`src/rtl/wb_rr_arbiter_if.sv`:
```
// Wishbone bundle between NM masters, the round-robin arbiter and one shared slave.
// The slave modport is the arbiter's view; the master modport is the surrounding system's view.
interface wb_rr_arbiter_if #(
  parameter int NM = 2
);
  logic [NM-1:0]      p_m_wb_CYC_I;
  logic [NM-1:0]      p_m_wb_STB_I;
  logic [NM-1:0]      p_m_wb_WE_I;
  logic [NM-1:0]      p_m_wb_LOCK_I;
  logic [4*NM-1:0]    p_m_wb_SEL_I;
  logic [32*NM-1:0]   p_m_wb_ADR_I;
  logic [32*NM-1:0]   p_m_wb_DAT_I;
  logic [31:0]        p_m_wb_DAT_O;
  logic [NM-1:0]      p_m_wb_ACK_O;
  logic [NM-1:0]      p_m_wb_ERR_O;
  logic [NM-1:0]      p_m_wb_RTY_O;

  logic               p_s_wb_CYC_O;
  logic               p_s_wb_STB_O;
  logic               p_s_wb_WE_O;
  logic               p_s_wb_LOCK_O;
  logic [3:0]         p_s_wb_SEL_O;
  logic [31:0]        p_s_wb_ADR_O;
  logic [31:0]        p_s_wb_DAT_O;
  logic [31:0]        p_s_wb_DAT_I;
  logic               p_s_wb_ACK_I;
  logic               p_s_wb_ERR_I;
  logic               p_s_wb_RTY_I;

  modport slave (
    input  p_m_wb_CYC_I, p_m_wb_STB_I, p_m_wb_WE_I, p_m_wb_LOCK_I,
    input  p_m_wb_SEL_I, p_m_wb_ADR_I, p_m_wb_DAT_I,
    output p_m_wb_DAT_O, p_m_wb_ACK_O, p_m_wb_ERR_O, p_m_wb_RTY_O,
    output p_s_wb_CYC_O, p_s_wb_STB_O, p_s_wb_WE_O, p_s_wb_LOCK_O,
    output p_s_wb_SEL_O, p_s_wb_ADR_O, p_s_wb_DAT_O,
    input  p_s_wb_DAT_I, p_s_wb_ACK_I, p_s_wb_ERR_I, p_s_wb_RTY_I
  );

  modport master (
    output p_m_wb_CYC_I, p_m_wb_STB_I, p_m_wb_WE_I, p_m_wb_LOCK_I,
    output p_m_wb_SEL_I, p_m_wb_ADR_I, p_m_wb_DAT_I,
    input  p_m_wb_DAT_O, p_m_wb_ACK_O, p_m_wb_ERR_O, p_m_wb_RTY_O,
    input  p_s_wb_CYC_O, p_s_wb_STB_O, p_s_wb_WE_O, p_s_wb_LOCK_O,
    input  p_s_wb_SEL_O, p_s_wb_ADR_O, p_s_wb_DAT_O,
    output p_s_wb_DAT_I, p_s_wb_ACK_I, p_s_wb_ERR_I, p_s_wb_RTY_I
  );
endinterface

```
`src/rtl/wb_rr_arbiter.sv`:
```
// Round-robin Wishbone arbiter sharing one slave between NM masters, with bus-lock support.
// Define WB_ARB_WATCHDOG_EN to add a stall watchdog that aborts unanswered transfers with ERR.
module wb_rr_arbiter #(
  parameter int NM      = 2,
  parameter int TIMEOUT = 255
) (
  input  logic                  p_clk,
  input  logic                  p_resetn,
  wb_rr_arbiter_if.slave        bus,
  output logic [$clog2(NM)-1:0] p_grant,
  output logic                  p_grant_valid
);
  localparam int GW = $clog2(NM);

  if (NM < 2 || NM > 8 || TIMEOUT < 1) begin : g_bad_cfg
    $error("wb_rr_arbiter: NM must be 2..8 and TIMEOUT at least 1");
  end

`ifdef WB_ARB_WATCHDOG_EN
  typedef enum logic [1:0] {IDLE, BUSY, ABORT} state_t;
  localparam int CW = ($clog2(TIMEOUT + 1) > 8) ? $clog2(TIMEOUT + 1) : 8;
  logic [CW-1:0] stall_cnt, stall_cnt_nx;
`else
  typedef enum logic {IDLE, BUSY} state_t;
`endif

  state_t        state, state_nx;
  logic [GW-1:0] last, last_nx, grant_nx, pick, idx;
  logic          found;
  logic          cyc_g, stb_g, lock_g, resp;
  logic [3:0]    sel_a [NM];
  logic [31:0]   adr_a [NM];
  logic [31:0]   dat_a [NM];

  for (genvar i = 0; i < NM; i++) begin : g_unpack
    assign sel_a[i] = bus.p_m_wb_SEL_I[4*i +: 4];
    assign adr_a[i] = bus.p_m_wb_ADR_I[32*i +: 32];
    assign dat_a[i] = bus.p_m_wb_DAT_I[32*i +: 32];
  end

  assign cyc_g         = bus.p_m_wb_CYC_I[p_grant];
  assign stb_g         = bus.p_m_wb_STB_I[p_grant];
  assign lock_g        = bus.p_m_wb_LOCK_I[p_grant];
  assign resp          = bus.p_s_wb_ACK_I | bus.p_s_wb_ERR_I | bus.p_s_wb_RTY_I;
  assign p_grant_valid = (state != IDLE);

  // Scan starts just after the previous owner so every requester is reached within NM turns.
  always_comb begin
    pick  = last;
    found = 1'b0;
    idx   = '0;
    for (int i = 1; i <= NM; i++) begin
      idx = GW'((int'(last) + i) % NM);
      if (!found && bus.p_m_wb_CYC_I[idx]) begin
        pick  = idx;
        found = 1'b1;
      end
    end
  end

  always_ff @(posedge p_clk or negedge p_resetn) begin
    if (!p_resetn) begin
      state   <= IDLE;
      p_grant <= '0;
      last    <= GW'(NM - 1);
`ifdef WB_ARB_WATCHDOG_EN
      stall_cnt <= '0;
`endif
    end else begin
      state   <= state_nx;
      p_grant <= grant_nx;
      last    <= last_nx;
`ifdef WB_ARB_WATCHDOG_EN
      stall_cnt <= stall_cnt_nx;
`endif
    end
  end

  always_comb begin
    state_nx = state;
    grant_nx = p_grant;
    last_nx  = last;
`ifdef WB_ARB_WATCHDOG_EN
    stall_cnt_nx = '0;
`endif
    case (state)
      IDLE: begin
        if (found) begin
          grant_nx = pick;
          state_nx = BUSY;
        end
      end
      BUSY: begin
        // A locked owner keeps the slave even while its CYC is low.
        if (!cyc_g && !lock_g) begin
          last_nx  = p_grant;
          state_nx = IDLE;
        end
`ifdef WB_ARB_WATCHDOG_EN
        else if (stb_g && !resp) begin
          if (stall_cnt + 1'b1 == CW'(TIMEOUT)) state_nx = ABORT;
          else stall_cnt_nx = stall_cnt + 1'b1;
        end
      end
      ABORT: begin
        last_nx  = p_grant;
        state_nx = IDLE;
`endif
      end
      default: state_nx = IDLE;
    endcase
  end

  always_comb begin
    bus.p_s_wb_CYC_O  = 1'b0;
    bus.p_s_wb_STB_O  = 1'b0;
    bus.p_s_wb_WE_O   = 1'b0;
    bus.p_s_wb_LOCK_O = 1'b0;
    bus.p_s_wb_SEL_O  = '0;
    bus.p_s_wb_ADR_O  = '0;
    bus.p_s_wb_DAT_O  = '0;
    bus.p_m_wb_DAT_O  = '0;
    bus.p_m_wb_ACK_O  = '0;
    bus.p_m_wb_ERR_O  = '0;
    bus.p_m_wb_RTY_O  = '0;
    if (state == BUSY) begin
      bus.p_s_wb_CYC_O          = cyc_g;
      bus.p_s_wb_STB_O          = stb_g;
      bus.p_s_wb_WE_O           = bus.p_m_wb_WE_I[p_grant];
      bus.p_s_wb_LOCK_O         = lock_g;
      bus.p_s_wb_SEL_O          = sel_a[p_grant];
      bus.p_s_wb_ADR_O          = adr_a[p_grant];
      bus.p_s_wb_DAT_O          = dat_a[p_grant];
      bus.p_m_wb_DAT_O          = bus.p_s_wb_DAT_I;
      bus.p_m_wb_ACK_O[p_grant] = bus.p_s_wb_ACK_I;
      bus.p_m_wb_ERR_O[p_grant] = bus.p_s_wb_ERR_I;
      bus.p_m_wb_RTY_O[p_grant] = bus.p_s_wb_RTY_I;
    end
`ifdef WB_ARB_WATCHDOG_EN
    else if (state == ABORT) begin
      bus.p_m_wb_ERR_O[p_grant] = 1'b1;
    end
`endif
  end
endmodule
```
`src/flat_wrapper.sv`:
```
// flat-port wrapper written by rule: the top's interface ports become plain ports
module wb_rr_arbiter_flat 
#(
  parameter int NM      = 2,
  parameter int TIMEOUT = 255
)
  (p_clk, p_resetn, p_grant, p_grant_valid, bus_p_m_wb_CYC_I, bus_p_m_wb_STB_I, bus_p_m_wb_WE_I, bus_p_m_wb_LOCK_I, bus_p_m_wb_SEL_I, bus_p_m_wb_ADR_I, bus_p_m_wb_DAT_I, bus_p_m_wb_DAT_O, bus_p_m_wb_ACK_O, bus_p_m_wb_ERR_O, bus_p_m_wb_RTY_O, bus_p_s_wb_CYC_O, bus_p_s_wb_STB_O, bus_p_s_wb_WE_O, bus_p_s_wb_LOCK_O, bus_p_s_wb_SEL_O, bus_p_s_wb_ADR_O, bus_p_s_wb_DAT_O, bus_p_s_wb_DAT_I, bus_p_s_wb_ACK_I, bus_p_s_wb_ERR_I, bus_p_s_wb_RTY_I);
  wb_rr_arbiter_if #(.NM(NM)) bus_i ();
  input  logic p_clk;
  input  logic p_resetn;
  output logic [$clog2(NM)-1:0] p_grant;
  output logic p_grant_valid;
  input wire logic [$bits(bus_i.p_m_wb_CYC_I)-1:0] bus_p_m_wb_CYC_I;
  input wire logic [$bits(bus_i.p_m_wb_STB_I)-1:0] bus_p_m_wb_STB_I;
  input wire logic [$bits(bus_i.p_m_wb_WE_I)-1:0] bus_p_m_wb_WE_I;
  input wire logic [$bits(bus_i.p_m_wb_LOCK_I)-1:0] bus_p_m_wb_LOCK_I;
  input wire logic [$bits(bus_i.p_m_wb_SEL_I)-1:0] bus_p_m_wb_SEL_I;
  input wire logic [$bits(bus_i.p_m_wb_ADR_I)-1:0] bus_p_m_wb_ADR_I;
  input wire logic [$bits(bus_i.p_m_wb_DAT_I)-1:0] bus_p_m_wb_DAT_I;
  output wire logic [$bits(bus_i.p_m_wb_DAT_O)-1:0] bus_p_m_wb_DAT_O;
  output wire logic [$bits(bus_i.p_m_wb_ACK_O)-1:0] bus_p_m_wb_ACK_O;
  output wire logic [$bits(bus_i.p_m_wb_ERR_O)-1:0] bus_p_m_wb_ERR_O;
  output wire logic [$bits(bus_i.p_m_wb_RTY_O)-1:0] bus_p_m_wb_RTY_O;
  output wire logic [$bits(bus_i.p_s_wb_CYC_O)-1:0] bus_p_s_wb_CYC_O;
  output wire logic [$bits(bus_i.p_s_wb_STB_O)-1:0] bus_p_s_wb_STB_O;
  output wire logic [$bits(bus_i.p_s_wb_WE_O)-1:0] bus_p_s_wb_WE_O;
  output wire logic [$bits(bus_i.p_s_wb_LOCK_O)-1:0] bus_p_s_wb_LOCK_O;
  output wire logic [$bits(bus_i.p_s_wb_SEL_O)-1:0] bus_p_s_wb_SEL_O;
  output wire logic [$bits(bus_i.p_s_wb_ADR_O)-1:0] bus_p_s_wb_ADR_O;
  output wire logic [$bits(bus_i.p_s_wb_DAT_O)-1:0] bus_p_s_wb_DAT_O;
  input wire logic [$bits(bus_i.p_s_wb_DAT_I)-1:0] bus_p_s_wb_DAT_I;
  input wire logic [$bits(bus_i.p_s_wb_ACK_I)-1:0] bus_p_s_wb_ACK_I;
  input wire logic [$bits(bus_i.p_s_wb_ERR_I)-1:0] bus_p_s_wb_ERR_I;
  input wire logic [$bits(bus_i.p_s_wb_RTY_I)-1:0] bus_p_s_wb_RTY_I;
  assign bus_i.p_m_wb_CYC_I = bus_p_m_wb_CYC_I;
  assign bus_i.p_m_wb_STB_I = bus_p_m_wb_STB_I;
  assign bus_i.p_m_wb_WE_I = bus_p_m_wb_WE_I;
  assign bus_i.p_m_wb_LOCK_I = bus_p_m_wb_LOCK_I;
  assign bus_i.p_m_wb_SEL_I = bus_p_m_wb_SEL_I;
  assign bus_i.p_m_wb_ADR_I = bus_p_m_wb_ADR_I;
  assign bus_i.p_m_wb_DAT_I = bus_p_m_wb_DAT_I;
  assign bus_p_m_wb_DAT_O = bus_i.p_m_wb_DAT_O;
  assign bus_p_m_wb_ACK_O = bus_i.p_m_wb_ACK_O;
  assign bus_p_m_wb_ERR_O = bus_i.p_m_wb_ERR_O;
  assign bus_p_m_wb_RTY_O = bus_i.p_m_wb_RTY_O;
  assign bus_p_s_wb_CYC_O = bus_i.p_s_wb_CYC_O;
  assign bus_p_s_wb_STB_O = bus_i.p_s_wb_STB_O;
  assign bus_p_s_wb_WE_O = bus_i.p_s_wb_WE_O;
  assign bus_p_s_wb_LOCK_O = bus_i.p_s_wb_LOCK_O;
  assign bus_p_s_wb_SEL_O = bus_i.p_s_wb_SEL_O;
  assign bus_p_s_wb_ADR_O = bus_i.p_s_wb_ADR_O;
  assign bus_p_s_wb_DAT_O = bus_i.p_s_wb_DAT_O;
  assign bus_i.p_s_wb_DAT_I = bus_p_s_wb_DAT_I;
  assign bus_i.p_s_wb_ACK_I = bus_p_s_wb_ACK_I;
  assign bus_i.p_s_wb_ERR_I = bus_p_s_wb_ERR_I;
  assign bus_i.p_s_wb_RTY_I = bus_p_s_wb_RTY_I;
  wb_rr_arbiter #(.NM(NM), .TIMEOUT(TIMEOUT)) u_core (.p_clk(p_clk), .p_resetn(p_resetn), .bus(bus_i), .p_grant(p_grant), .p_grant_valid(p_grant_valid));
endmodule
```
`config.mk`:
```
export PLATFORM = sky130hd
export DESIGN_NAME = wb_rr_arbiter_flat
export DESIGN_NICKNAME = d
export VERILOG_FILES = /design/src/rtl/wb_rr_arbiter_if.sv /design/src/rtl/wb_rr_arbiter.sv /design/src/flat_wrapper.sv
export SDC_FILE = /design/constraint.sdc
export NUM_CORES = 1
export LEC_CHECK = 0
export CAP_MARGIN = 15
export CORE_AREA = 2 2 113 115
export CTS_BUF_LIST = sky130_fd_sc_hd__clkbuf_8
export DETAILED_ROUTE_END_ITERATION = 10
export DIE_AREA = 0 0 115 117
export PLACE_DENSITY = 0.58
export SLEW_MARGIN = 5
export SYNTH_ARGS = -nofsm -noshare
export SYNTH_HDL_FRONTEND = slang
export SYNTH_SLANG_ARGS = --single-unit
```
`constraint.sdc`:
```
create_clock -name p_clk -period 1.01 [get_ports p_clk]
set_input_delay 0.101 -clock p_clk [delete_from_list [all_inputs] [get_ports p_clk]]
set_output_delay 0.101 -clock p_clk [all_outputs]
set_load 0.05 [all_outputs]
```
Yosys cells after proc, flatten, opt, wreduce, memory -nomap -nowiden --
Cells that the tools add are included.
Word-level totals: register bits after elaboration 3, input bits 181, logic and storage cells 64
Operators by class: add/sub/neg operators 2, magnitude comparators 5, muxes and demuxes 41, bitwise gates (word level) 5, reduce and logical (&&, ||, !) cells 8
Operator list (number):
- $mux 32 | 9
- $mux 1 | 23
- $mux 4 | 4
- $and 2x2->2 | 3
- $lt 1x2->1 const B | 3
- $mux 2 | 3
- $reduce_and 2->1 | 2
- $logic_and 1x1->1 | 3
- $logic_not 1->1 | 3
- $add 1x1->1 const B | 2
- $ge 2x2->1 const B | 1
- $not 1->2 | 1
- $pmux 1 s2 | 1
- $demux 1 s1 | 1
- $ge 1x1->1 const B | 1
- $not 1->1 | 1

Logic depth before layout (Yosys ltp) --
word-level depth 9, depth in mapped cells 4, depth with buffers taken out 3

Worst setup path before layout --
Ideal clock, no wire load.
path kind flip-flop to output port, start point reg u_core.state (netlist: u_core.p_grant_valid), end point out bus_p_s_wb_ADR_O[10], arrival 1.819 ns, required time 0.909 ns, path slack -0.910 ns, cell stages (with the launch flop) 5, path through dfrtp_1 > inv_1 > buf_2 > buf_2 > nor2_1
On the way: longest elaborated chain between the ends 1
Ends and longest elaborated chain:
- start, declared | RTL line wb_rr_arbiter.sv:27 | state_t state, state_nx;
- start signal, assigned | RTL line wb_rr_arbiter.sv:70 | state <= state_nx;
- $mux 32 | RTL line wb_rr_arbiter.sv:126 | if (state == BUSY) begin
- end, declared | RTL line flat_wrapper.sv:29 | output wire logic [$bits(bus_i.p_s_wb_ADR_O)-1:0] bus_p_s_wb_ADR_O;
Every way passes these cells.

Worst setup path in the final report --
start point reg u_core.p_grant, end point out bus_p_s_wb_DAT_O[31]
On the way: longest elaborated chain between the ends 5
Ends and longest elaborated chain:
- start, declared | RTL line wb_rr_arbiter.sv:10 | output logic [$clog2(NM)-1:0] p_grant,
- start signal, assigned | RTL line wb_rr_arbiter.sv:71 | p_grant <= grant_nx;
- $not 1->2 (not written as such) | RTL line wb_rr_arbiter.sv:133 | bus.p_s_wb_DAT_O = dat_a[p_grant];
- $mux 32 (not written as such) (3 in series) | RTL line wb_rr_arbiter.sv:133
- $mux 32 | RTL line wb_rr_arbiter.sv:126
- end, declared | RTL line flat_wrapper.sv:30 | output wire logic [$bits(bus_i.p_s_wb_DAT_O)-1:0] bus_p_s_wb_DAT_O;
Every way passes these cells. The select of a mux whose other input is x is not followed.

==> flow_summary.yaml <==
global_route:
  grt_overflow: 0
  antenna_found_initial: 0
  grt_util_met2_pct: 29.7
  grt_usage_pct: 14.8
  grt_pass1_wl_mm: 15.4
  groute.layer.met1.usage_pct: 14.8
  grt_use_met3_pct: 3.76
  top_usage_layer: "met2"
  grt_pass1_vias: 2798
  grt_max_degree: 31
layout:
  stdcell_area_sq_um: 6580
  n_antenna_cell: 0
  nets: 705
  syn2layout_area_growth_pct: 338
  drive_above_1_share_pct: 55.3
  utilization_pct: 53.4
  nFillCells: 1051
  final_cell_mix: "180 x clkdlybuf4s50_1, 120 x buf_12, 64 x nor2_2"
  layout_commonest_cell: "clkdlybuf4s50_1"
setup_path:
  worstSetupPathType: "reg -> out"
  arrival_ns: 1.51
  cp-start-kind: "register"
  crit_required_ns: 0.91
  critPathMaxFanout: 6
  worstSetupEndpointType: "output pin"
sta:
  finalHoldViolCount: 0
  slew_headroom_pct: 81.1
  fin_skew_ns: 0.00184
  grt_setup_unrepaired: "true"
  fmax_mhz: 619
  setup_ws_ns: -0.605
  setup_viol: 115
  slew_viol_final: 0
  tightest_slew_ns: 0.281
  min_period_over_period_pct: 160
  fin_crit_ns: 1.62
placed_design:
  io_buffers: 292
  dp_hpwl_mm: 8.95
  postPlaceCellArea_sq_um: 6120
  place_congestion: 0.767
drt:
  wl_per_cell_microns: 16.3
  ant_nets: 0
  drt-initial-drc-count: 70
  post_drt_via_cell_ratio: 4.11
  drt_pre_antenna_iters: 4
  wirelength_mm: 11.0
  drc_errors: 0
  num_vias: 2764
status:
  violations: "setup timing"
  status: "finished with violations"
cts:
  htree_levels: 1
  root_buffer: "clkbuf_8"
  numClockSinks: 3
  cts_buffers: 3
  clock_latency_ns: 0.22
  clk_pin_slew_ns: 0.03
  cts_tree: "built"
  clock_path_buffers: 2
synth:
  synth_nets: 400
  synth_cells: 219
  synth-seq-cells: 3
  ys_types: 17
  ys_warn_count: 0
  syn_avg_cell_area_sq_um: 6.87
  yosysSeqAreaShare_pct: 5.07
  syn_area_sq_um: 1500
floorplanning:
  io_pins: 293
  core_sq_um: 12300
  die_w_microns: 115
  die_height_microns: 117
  dieArea_sq_um: 13500
  initial_core_util_pct: 12.2
  row_count: 41
power_and_ir_drop:
  ir_drop_v: 0.00187
  power.density_nw_per_um2: 3190
  power_uw: 21000
  p_leak_uw: 0.00276
job:
  cap_viol_max_count: 0
hold_path:
  min_path_type: "in -> async"
## final timing paths
path / from / endpoint / slack (ns) / cells after the start
min in group p_clk: u_core.last / u_core.last / 0.53 / 2
max: u_core.p_grant / bus_p_s_wb_DAT_O[31] / -0.61 / 5
min reg2reg: u_core.last / u_core.last / 0.53 / 2
min: p_resetn / u_core.p_grant / 0.07 / 1
max reg2reg: u_core.p_grant_valid / u_core.p_grant_valid / -0.28 / 4
max in group asynchronous: p_resetn / u_core.last / 0.71 / 1
## state kept, by name, indices dropped and copies added, names as in the netlist
register	cells
u_core.last	1
u_core.p_grant_valid	1
u_core.p_grant	1
## routing by layer
layer	share of wire (%)	up-vias	routed length (microns)
met3	9.6	12	1050
met4	1.8	0	193
met1	32	1256	3510
met2	57	165	6210
li1	-	1331	-
met5	0	-	0
## critical path, stage by stage (launching register included)
cell and delay (ns):
dfrtp_4 0.54, buf_6 0.16, buf_12 0.13, mux2i_4 0.19, nor2_4 0.14, buf_12 0.14
## metrics by stage
step / setup WS (ns) / setup TNS (ns) / instances / hold slack (ns)
finish: -0.605 / -50.87 / 673 / 0.0722
global route: -0.636 / -55.79 / 673 / 0.0781
CTS: -0.593 / -53.29 / 671 / 0.0733
detailed placement: -0.392 / -29.47 / 654 / 0.299
global placement: -0.385 / -27.99 / 654 / 0.298
floorplan: -0.528 / -46.59 / 219 / -0.195
## final cells by class
type,instances,area [sq um],area share [%]
timing repair buffer,321,4470,67.9
multi-input combinational,194,1790,27.2
tap,150,188,2.85
sequential,3,81.3,1.24
clock buffer,3,41.3,0.627
inverter,1,8.76,0.133
clock inverter,1,3.75,0.0570
## what timing repair did
| item | 4_1_cts | 5_1_grt |
|---|---|---|
| setup endpoints to repair | 115 | 115 |
| buffers inserted | 8 | 4 |
| pin swaps | 8 | 4 |
| hold buffers | 0 | 0 |
| resized for setup | 31 | 24 |
| gates cloned | 5 | 2 |
## report_power, final
group          switching [uW]  leakage (uW)  internal (uW)
logic                   10300       0.00270           9970
registers                 135     0.0000307            207
clock network            77.1     0.0000269            258
total                   10600       0.00276          10400
## cell usage after synthesis, drive strengths merged
cell / n / share of area (%)
dfstp: 1 / 1.7
mux2i: 72 / 48
nor2: 75 / 19
nor4: 1 / 0.83
and2: 35 / 15
and3: 4 / 1.7
clkbuf: 5 / 1.3
a21oi: 1 / 0.33
buf: 16 / 7.2
nor3: 3 / 1.0
inv: 1 / 0.25
dfrtp: 2 / 3.3
nand2: 2 / 0.50
a32o: 1 / 0.67
## logic make-up after synthesis
| kind of cell | after synthesis | share of synthesized area, % |
|---|---|---|
| buffers and inverters | 22 | 8.73 |
| flip-flops | 3 | 5.08 |
| multiplexers | 72 | 47.9 |
| AO/OA/AOI/OAI | 2 | 0.998 |
| AND/OR/NAND/NOR | 120 | 37.3 |
(Power assumes the default switching activity.)
